<file path="src/rtl/mem_bus_arbiter.sv">
// mem_bus_arbiter: shares one memory bus between IF reads and MEM loads/stores
// with starvation guard, wait-state tolerant req/ack handshake and timeout abort.
module mem_bus_arbiter #(
  parameter int STARVE_LIMIT = 4,
  parameter int TIMEOUT = 64
) (
  input  logic        clk,
  input  logic        rst,
  input  logic        if_req_i,
  input  logic [31:0] if_addr_i,
  output logic [31:0] if_rdata_o,
  output logic        if_ack_o,
  output logic        if_stall_o,
  input  logic        mem_req_i,
  input  logic        mem_we_i,
  input  logic [31:0] mem_addr_i,
  input  logic [31:0] mem_wdata_i,
  input  logic [3:0]  mem_sel_i,
  output logic [31:0] mem_rdata_o,
  output logic        mem_ack_o,
  output logic        mem_stall_o,
  output logic        bus_req_o,
  output logic        bus_we_o,
  output logic [31:0] bus_addr_o,
  output logic [31:0] bus_wdata_o,
  output logic [3:0]  bus_sel_o,
  input  logic [31:0] bus_rdata_i,
  input  logic        bus_ack_i,
  output logic        err_o
);
  typedef enum logic [1:0] {IDLE, BUSY_IF, BUSY_MEM} state_t;
  state_t state, state_n;
  logic [3:0] starve;
  logic [15:0] tcnt;
  logic if_ok, mem_ok, grant_if, grant_mem, done, tout, fin;
  // a requester being acked this cycle is masked so a held req is not re-granted
  always_comb begin
    if_ok = if_req_i & ~if_ack_o;
    mem_ok = mem_req_i & ~mem_ack_o;
    grant_if = (state == IDLE) & if_ok & (~mem_ok | (starve == 4'(STARVE_LIMIT)));
    grant_mem = (state == IDLE) & mem_ok & ~grant_if;
    done = (state != IDLE) & bus_ack_i;
    tout = (state != IDLE) & ~bus_ack_i & (TIMEOUT != 0) & (tcnt == 16'(TIMEOUT - 1));
    fin = done | tout;
    state_n = grant_if ? BUSY_IF : grant_mem ? BUSY_MEM : fin ? IDLE : state;
  end
  assign if_stall_o = rst & if_req_i & ~if_ack_o;
  assign mem_stall_o = rst & mem_req_i & ~mem_ack_o;
  always_ff @(posedge clk) begin
    if (!rst) begin
      state <= IDLE;
      starve <= '0;
      tcnt <= '0;
      bus_req_o <= 1'b0;
      bus_we_o <= 1'b0;
      bus_addr_o <= '0;
      bus_wdata_o <= '0;
      bus_sel_o <= '0;
      if_ack_o <= 1'b0;
      mem_ack_o <= 1'b0;
      if_rdata_o <= '0;
      mem_rdata_o <= '0;
      err_o <= 1'b0;
    end else begin
      state <= state_n;
      starve <= grant_if ? 4'd0 : (grant_mem & if_ok & (starve != 4'(STARVE_LIMIT))) ? starve + 4'd1 : starve;
      tcnt <= ((state == IDLE) | fin) ? 16'd0 : tcnt + 16'd1;
      if_ack_o <= fin & (state == BUSY_IF);
      mem_ack_o <= fin & (state == BUSY_MEM);
      err_o <= tout;
      if (fin & (state == BUSY_IF)) if_rdata_o <= done ? bus_rdata_i : '0;
      if (fin & (state == BUSY_MEM)) mem_rdata_o <= done ? bus_rdata_i : '0;
      if (grant_if | grant_mem) begin
        bus_req_o <= 1'b1;
        bus_we_o <= grant_mem & mem_we_i;
        bus_addr_o <= grant_mem ? mem_addr_i : if_addr_i;
        bus_wdata_o <= grant_mem ? mem_wdata_i : '0;
        bus_sel_o <= grant_mem ? mem_sel_i : 4'hF;
      end else if (fin) bus_req_o <= 1'b0;
    end
  end
endmodule

</file>
<file path="config.mk">
export PLATFORM = sky130hd
export DESIGN_NAME = mem_bus_arbiter
export DESIGN_NICKNAME = d
export VERILOG_FILES = /design/src/rtl/mem_bus_arbiter.sv
export SDC_FILE = /design/constraint.sdc
export NUM_CORES = 1
export LEC_CHECK = 0
export CAP_MARGIN = 10
export CORE_ASPECT_RATIO = 1.75
export CORE_MARGIN = 3
export CORE_UTILIZATION = 35
export DETAILED_ROUTE_END_ITERATION = 10
export GPL_ROUTABILITY_DRIVEN = 0
export PLACE_DENSITY = 0.79
export SLEW_MARGIN = 40
export SYNTH_ARGS = -nofsm -noshare
export SYNTH_HDL_FRONTEND = slang
export SYNTH_SLANG_ARGS = --single-unit
</file>
<file path="constraint.sdc">
create_clock -name clk -period 1.99 [get_ports clk]
set_input_delay 0.2985 -clock clk [delete_from_list [all_inputs] [get_ports clk]]
set_output_delay 0.2985 -clock clk [all_outputs]
set_load 0.02 [all_outputs]
</file>
Word-level counts from Yosys, hierarchy flattened

Index checks and enable logic that the tools add are counted.

Flip-flop bits (word level): 159
Input bits: 138
Output and inout bits: 139
Logic and storage cells: 65

Add/subtract/negate cells: 2
Eq/ne operators: 5
Multiplexer cells: 9
Bitwise operators: 28
Reduce and logical (&&, ||, !) cells: 7

Operators with widths:

| cell                                                              | number |
|---|---|
| 32-bit 2-to-1 mux                                                 | 3 |
| 1-bit bitwise AND                                                 | 18 |
| 16-bit by 1-bit adder with 16-bit output (second input constant)  | 1 |
| 16-bit by 6-bit == test with 1-bit output (second input constant) | 1 |
| 1-bit NOT                                                         | 6 |
| 2-bit nonzero test                                                | 3 |
| 4-bit by 1-bit adder with 4-bit output (second input constant)    | 1 |
| 4-bit by 3-bit == test with 1-bit output (second input constant)  | 1 |
| 2-bit 2-to-1 mux                                                  | 2 |
| 4-bit 2-to-1 mux                                                  | 1 |
| 4-bit by 3-bit != test with 1-bit output (second input constant)  | 1 |
| 1-bit OR                                                          | 4 |
| 2-bit OR reduction                                                | 2 |
| 1-bit 2-to-1 mux                                                  | 3 |
| 3-bit nonzero test                                                | 1 |
| 2-bit by 1-bit == test with 1-bit output (second input constant)  | 1 |
| 2-bit == test (second input constant)                             | 1 |
| 2-bit zero test                                                   | 1 |

Logic depth before layout (Yosys ltp)

Depth in word-level cells: 9
Depth in mapped cells: 8
Gate-level depth less buffers: 6

Worst setup path after synthesis

No wires, ideal clock.

Path type: register to register
Start: reg tcnt[9]
End: reg mem_rdata_o[16]
Library setup time: 0.120 ns
Arrival time: 1.867 ns
Data required time: 1.870 ns
Path slack: 0.003 ns
Stages on the path, launching flop included: 7
Path buffers: 2
Period minus slack after synthesis: 1.987 ns
Path through: dfxtp_1 or4_1 or4_4 o21ai_2 buf_6 buf_12 o21ai_2

Word-level cells in the longest chain between the ends: 4

RTL lines:

| item                                      | line | RTL |
|---|---|---|
| start: declaration                        | 34   | `logic [15:0] tcnt;` |
| start signal: assignment                  | 67   | `tcnt <= ((state == IDLE) \| fin) ? 16'd0 : tcnt + 16'd1;` |
| 16-bit by 6-bit == test with 1-bit output | 43   | `tout = (state != IDLE) & ~bus_ack_i & (TIMEOUT != 0) & (tcnt == 16'(TIMEOUT - 1));` |
| 1-bit bitwise AND                         | 43   |  |
| 1-bit OR                                  | 44   | `fin = done \| tout;` |
| 1-bit bitwise AND                         | 72   | `if (fin & (state == BUSY_MEM)) mem_rdata_o <= done ? bus_rdata_i : '0;` |
| end signal: assignment                    | 72   |  |
| end: declaration                          | 19   | `output logic [31:0] mem_rdata_o,` |

No other way between the ends.
A chain may end at the register's enable or synchronous reset.

Final worst setup path

Start: reg tcnt[9]
End: reg if_rdata_o[29]

Word-level cells in the longest chain between the ends: 4

RTL lines:

| item                                      | line | RTL |
|---|---|---|
| 16-bit by 6-bit == test with 1-bit output | 43   |  |
| 1-bit bitwise AND                         | 43   |  |
| 1-bit OR                                  | 44   |  |
| 1-bit bitwise AND                         | 71   | `if (fin & (state == BUSY_IF)) if_rdata_o <= done ? bus_rdata_i : '0;` |
| end signal: assignment                    | 71   |  |
| end: declaration                          | 11   | `output logic [31:0] if_rdata_o,` |

No other way between the ends.

==> metrics.json <==
{
  "status": {
    "run_status": "complete, but fails checks",
    "failed_checks": "negative setup slack"
  },
  "logic_synthesis": {
    "seq_area_frac_synth": 0.482,
    "syn_nets": 858,
    "post_synth.cell_area_avg_um2": 9.21,
    "yosysUniqueCellTypes": 46,
    "synth-edff-count": 0,
    "netlist_area_um2": 6600,
    "synthesis.instances": 717,
    "synth_area_leaders": "sky130_fd_sc_hd__dfxtp_1 48%, sky130_fd_sc_hd__a31oi_1 6.1%, sky130_fd_sc_hd__o21ai_2 5.6%",
    "ys_async_rst_share": 0,
    "yosys_warnings": 0,
    "yosys.area.top_type": "sky130_fd_sc_hd__dfxtp_1",
    "synthDominantCellAreaShare": 0.482,
    "yosys_most_used_dff": "sky130_fd_sc_hd__dfxtp_1",
    "synth-seq-cells": 159
  },
  "critical_path": {
    "arrival_ps": 2400,
    "crit_type": "flop to flop",
    "worst-r2r-setup-slack_ps": -100,
    "worst_r2r_endpoint": "if_rdata_o[29]",
    "worstPathRequired_ps": 2300,
    "crit_start": "tcnt[9]",
    "worst_setup_path_end_kind": "flop",
    "critPathMaxFanout": 17,
    "crit_path_end": "if_rdata_o[29]",
    "reg2reg_from": "tcnt[9]",
    "worst-r2r-cell-count": 6,
    "critical_path.startpoint_type": "flop"
  },
  "die": {
    "pin_count": 277,
    "rows": 65,
    "floorplan.die.height_um": 188,
    "design.core.area_um2": 18300,
    "initial_core_util": 0.361,
    "die_w_um": 110,
    "die_area_um2": 20600
  },
  "place": {
    "dp.final_hpwl_mm": 14.5,
    "dpl.cell_count": 1209,
    "pre_cts_slack_ps": -292,
    "detailed_place.area_um2": 9740,
    "place.port_buffers": 276
  },
  "sta": {
    "timing_max_transition_violations_final": 0,
    "finalSetupViolations": 81,
    "max_slew.worst_pin.slew_ps": 484,
    "final.period_utilization": 1.05,
    "maxClockFrequency_ghz": 0.478,
    "final.setup.worst_slack_ps": -103,
    "finalHoldViolations": 0,
    "slew_headroom": 0.677,
    "period_minus_slack_ps": 2090,
    "clock-skew-final_ps": 11.5,
    "grt_setup_unrepaired": "true"
  },
  "finish": {
    "filler_cell_count": 1637,
    "final_cells": 1251,
    "insertedDiodeCount": 0,
    "final_area_um2": 10500,
    "fraction_of_layout_cells_with_a_size_suffix_above_1": 0.128,
    "utilization": 0.574,
    "num-nets-final": 1145,
    "area_growth_syn_to_layout_pct": 59.2
  },
  "global_route": {
    "wire_length_of_the_first_global_routing_pass_mm": 32.3,
    "grt_pass1_vias": 6298,
    "grt_overflow_total": 0,
    "antenna_found_initial": 0,
    "grt_start_max_net_pins": 44,
    "gr-usage-all-layers": 0.200
  },
  "pwr": {
    "power.net_switching_mw": 2.45,
    "power.ir.vdd_worst_uv": 676,
    "power_frac_clock": 0.392,
    "power_density_nw_per_um2": 837,
    "seqPwrFrac": 0.404,
    "cell_internal_pwr_mw": 6.35,
    "power_leakage_nw": 3.93,
    "power_frac_comb": 0.204,
    "p_total_mw": 8.80,
    "power.switching_fraction": 0.278
  },
  "clock_network": {
    "clkLatencyLatePin_ps": 430,
    "cts_max_level": 4,
    "cts_buffer_depth": 2,
    "cts_sinks": 159,
    "cts.clk_slew.worst_paths_ps": 70,
    "clock_tree_from_tritoncts": "built",
    "clock_tree.root_cell": "sky130_fd_sc_hd__clkbuf_16",
    "cts_hold_repair.buffers": 0,
    "tritoncts.num_buffers": 17
  },
  "route": {
    "average_routed_wire_per_standard_cell_um": 16.8,
    "antenna_left": 0,
    "drc_errors": 0,
    "dr.pass1.iters": 4,
    "vias_per_cell": 4.99,
    "detailroute.via_count": 6244,
    "detailedRoute.firstIterationViolations": 296,
    "wirelength_mm": 21.0
  },
  "min_path": {
    "hold_class": "input pin to flop"
  },
  "flow_run": {
    "maxCapViolations": 0
  }
}
==> power by group through the flow <==
stage / Combinational [mW] / Clock [mW] / Sequential (mW)
global route: 1.93 / 3.65 / 3.58
finish: 1.80 / 3.45 / 3.55
detailed placement: 1.77 / 0 / 3.62
CTS: 1.80 / 3.52 / 3.56
floorplan: 0.579 / 0 / 3.88
global placement: 1.75 / 0 / 3.62
==> worst min-delay path by stage <==
stage,start,endpoint,slack (ps),cells past startpoint
3_5_place_dp,tcnt[0],tcnt[0],440,1
3_3_place_gp,tcnt[0],tcnt[0],440,1
2_1_floorplan,tcnt[0],tcnt[0],420,1
5_1_grt,rst,starve[2],240,2
4_1_cts,rst,starve[2],210,2
6_report,rst,starve[2],230,2
==> synth_stat cells (all sizes together), types with 2 or more instances <==
| cell | number |
|---|---|
| a22o | 33 |
| nor2 | 83 |
| buf | 15 |
| or4 | 3 |
| nand2b | 3 |
| nand3b | 3 |
| o2bb2ai | 32 |
| and3 | 2 |
| xnor2 | 12 |
| xor2 | 2 |
| clkbuf | 37 |
| dfxtp | 159 |
| inv | 71 |
| nor3 | 5 |
| o221a | 4 |
| nand4 | 3 |
| nor4 | 5 |
| o21ai | 69 |
| nand3 | 8 |
| or2 | 2 |
| ha | 3 |
| a31oi | 64 |
| a21boi | 2 |
| nor2b | 6 |
| nand2 | 43 |
| and2 | 3 |
| a21oi | 3 |
| mux2i | 32 |
==> logic make-up (layout without fill, tap and decap cells) <==
group,Yosys count,after routing,synth area share
AOI/OAI and AO/OA,213,213,0.242
xor gates and xnor gates,14,14,0.0186
muxes,32,32,0.0485
buffers and inverters,123,423,0.0856
adders and majority gates,3,3,0.00568
and+or+nand+nor,173,173,0.118
DFF,159,159,0.482
==> flip-flops by register name, summed over array words and instances (netlist names) <==
register	cells
bus_req_o	1
bus_wdata_o	32
mem_rdata_o	32
bus_addr_o	32
if_rdata_o	32
tcnt	16
err_o	1
mem_ack_o	1
if_ack_o	1
bus_sel_o	4
starve	4
state	2
bus_we_o	1
==> worst max-delay path, cell delays in order (launching register included) <==
cell	delay, ps
sky130_fd_sc_hd__dfxtp_2	320
sky130_fd_sc_hd__or4_4	520
sky130_fd_sc_hd__or4_4	550
sky130_fd_sc_hd__o21ai_4	190
sky130_fd_sc_hd__buf_4	150
sky130_fd_sc_hd__buf_12	150
sky130_fd_sc_hd__o21ai_0	90
==> layout make-up <==
class | count | area, um^2 | area share
Timing Repair Buffer | 320 | 3270 | 0.311
Multi-Input combinational cell | 435 | 2880 | 0.274
Tap cell | 234 | 293 | 0.0279
Clock buffer | 17 | 425 | 0.0405
Inverter | 71 | 267 | 0.0254
Sequential cell | 159 | 3180 | 0.303
Clock inverter | 15 | 196 | 0.0187
==> stage by stage <==
step	TNS [ps]	hold slack (ps)
final	-5740	227
after global routing	-9590	235
after CTS	-6750	211
after detailed placement	-14200	443
after global placement	-11420	436
after floorplan	0	418
==> layout by cell type, fill, tap and decap left out, types with 4 or more instances in the layout <==
cell / synthesis / layout
sky130_fd_sc_hd__o21ai_2: 42 / 41
sky130_fd_sc_hd__buf_4: 1 / 30
sky130_fd_sc_hd__nor2_1: 83 / 83
sky130_fd_sc_hd__xnor2_1: 12 / 12
sky130_fd_sc_hd__o221a_2: 4 / 4
sky130_fd_sc_hd__a22o_1: 33 / 33
sky130_fd_sc_hd__inv_6: 0 / 6
sky130_fd_sc_hd__nand2_1: 43 / 43
sky130_fd_sc_hd__buf_12: 4 / 8
sky130_fd_sc_hd__clkdlybuf4s50_1: 0 / 273
sky130_fd_sc_hd__dfxtp_1: 159 / 158
sky130_fd_sc_hd__nor4_1: 5 / 5
sky130_fd_sc_hd__mux2i_1: 32 / 32
sky130_fd_sc_hd__o21ai_0: 27 / 27
sky130_fd_sc_hd__a31oi_1: 64 / 64
sky130_fd_sc_hd__nor2b_1: 6 / 5
sky130_fd_sc_hd__o2bb2ai_1: 32 / 32
sky130_fd_sc_hd__nand3_1: 8 / 8
sky130_fd_sc_hd__clkbuf_16: 0 / 19
sky130_fd_sc_hd__inv_1: 71 / 71
sky130_fd_sc_hd__nor3_1: 5 / 5
==> metal layers <==
layer,vias up,track usage,wire [um]
met1,2902,0.211,7830
met5,-,0,0
met2,226,0.359,11000
li1,3078,-,-
met3,38,0.0582,1610
met4,0,0.0845,563
==> what timing repair did <==
action                     4_1_cts  5_1_grt
setup endpoints to repair       69       87
resized for setup                6        4
pin swaps                        0        1
cloned                           2        2
setup buffers                    5        1
No activity file was read; power rests on OpenSTA's default activity.
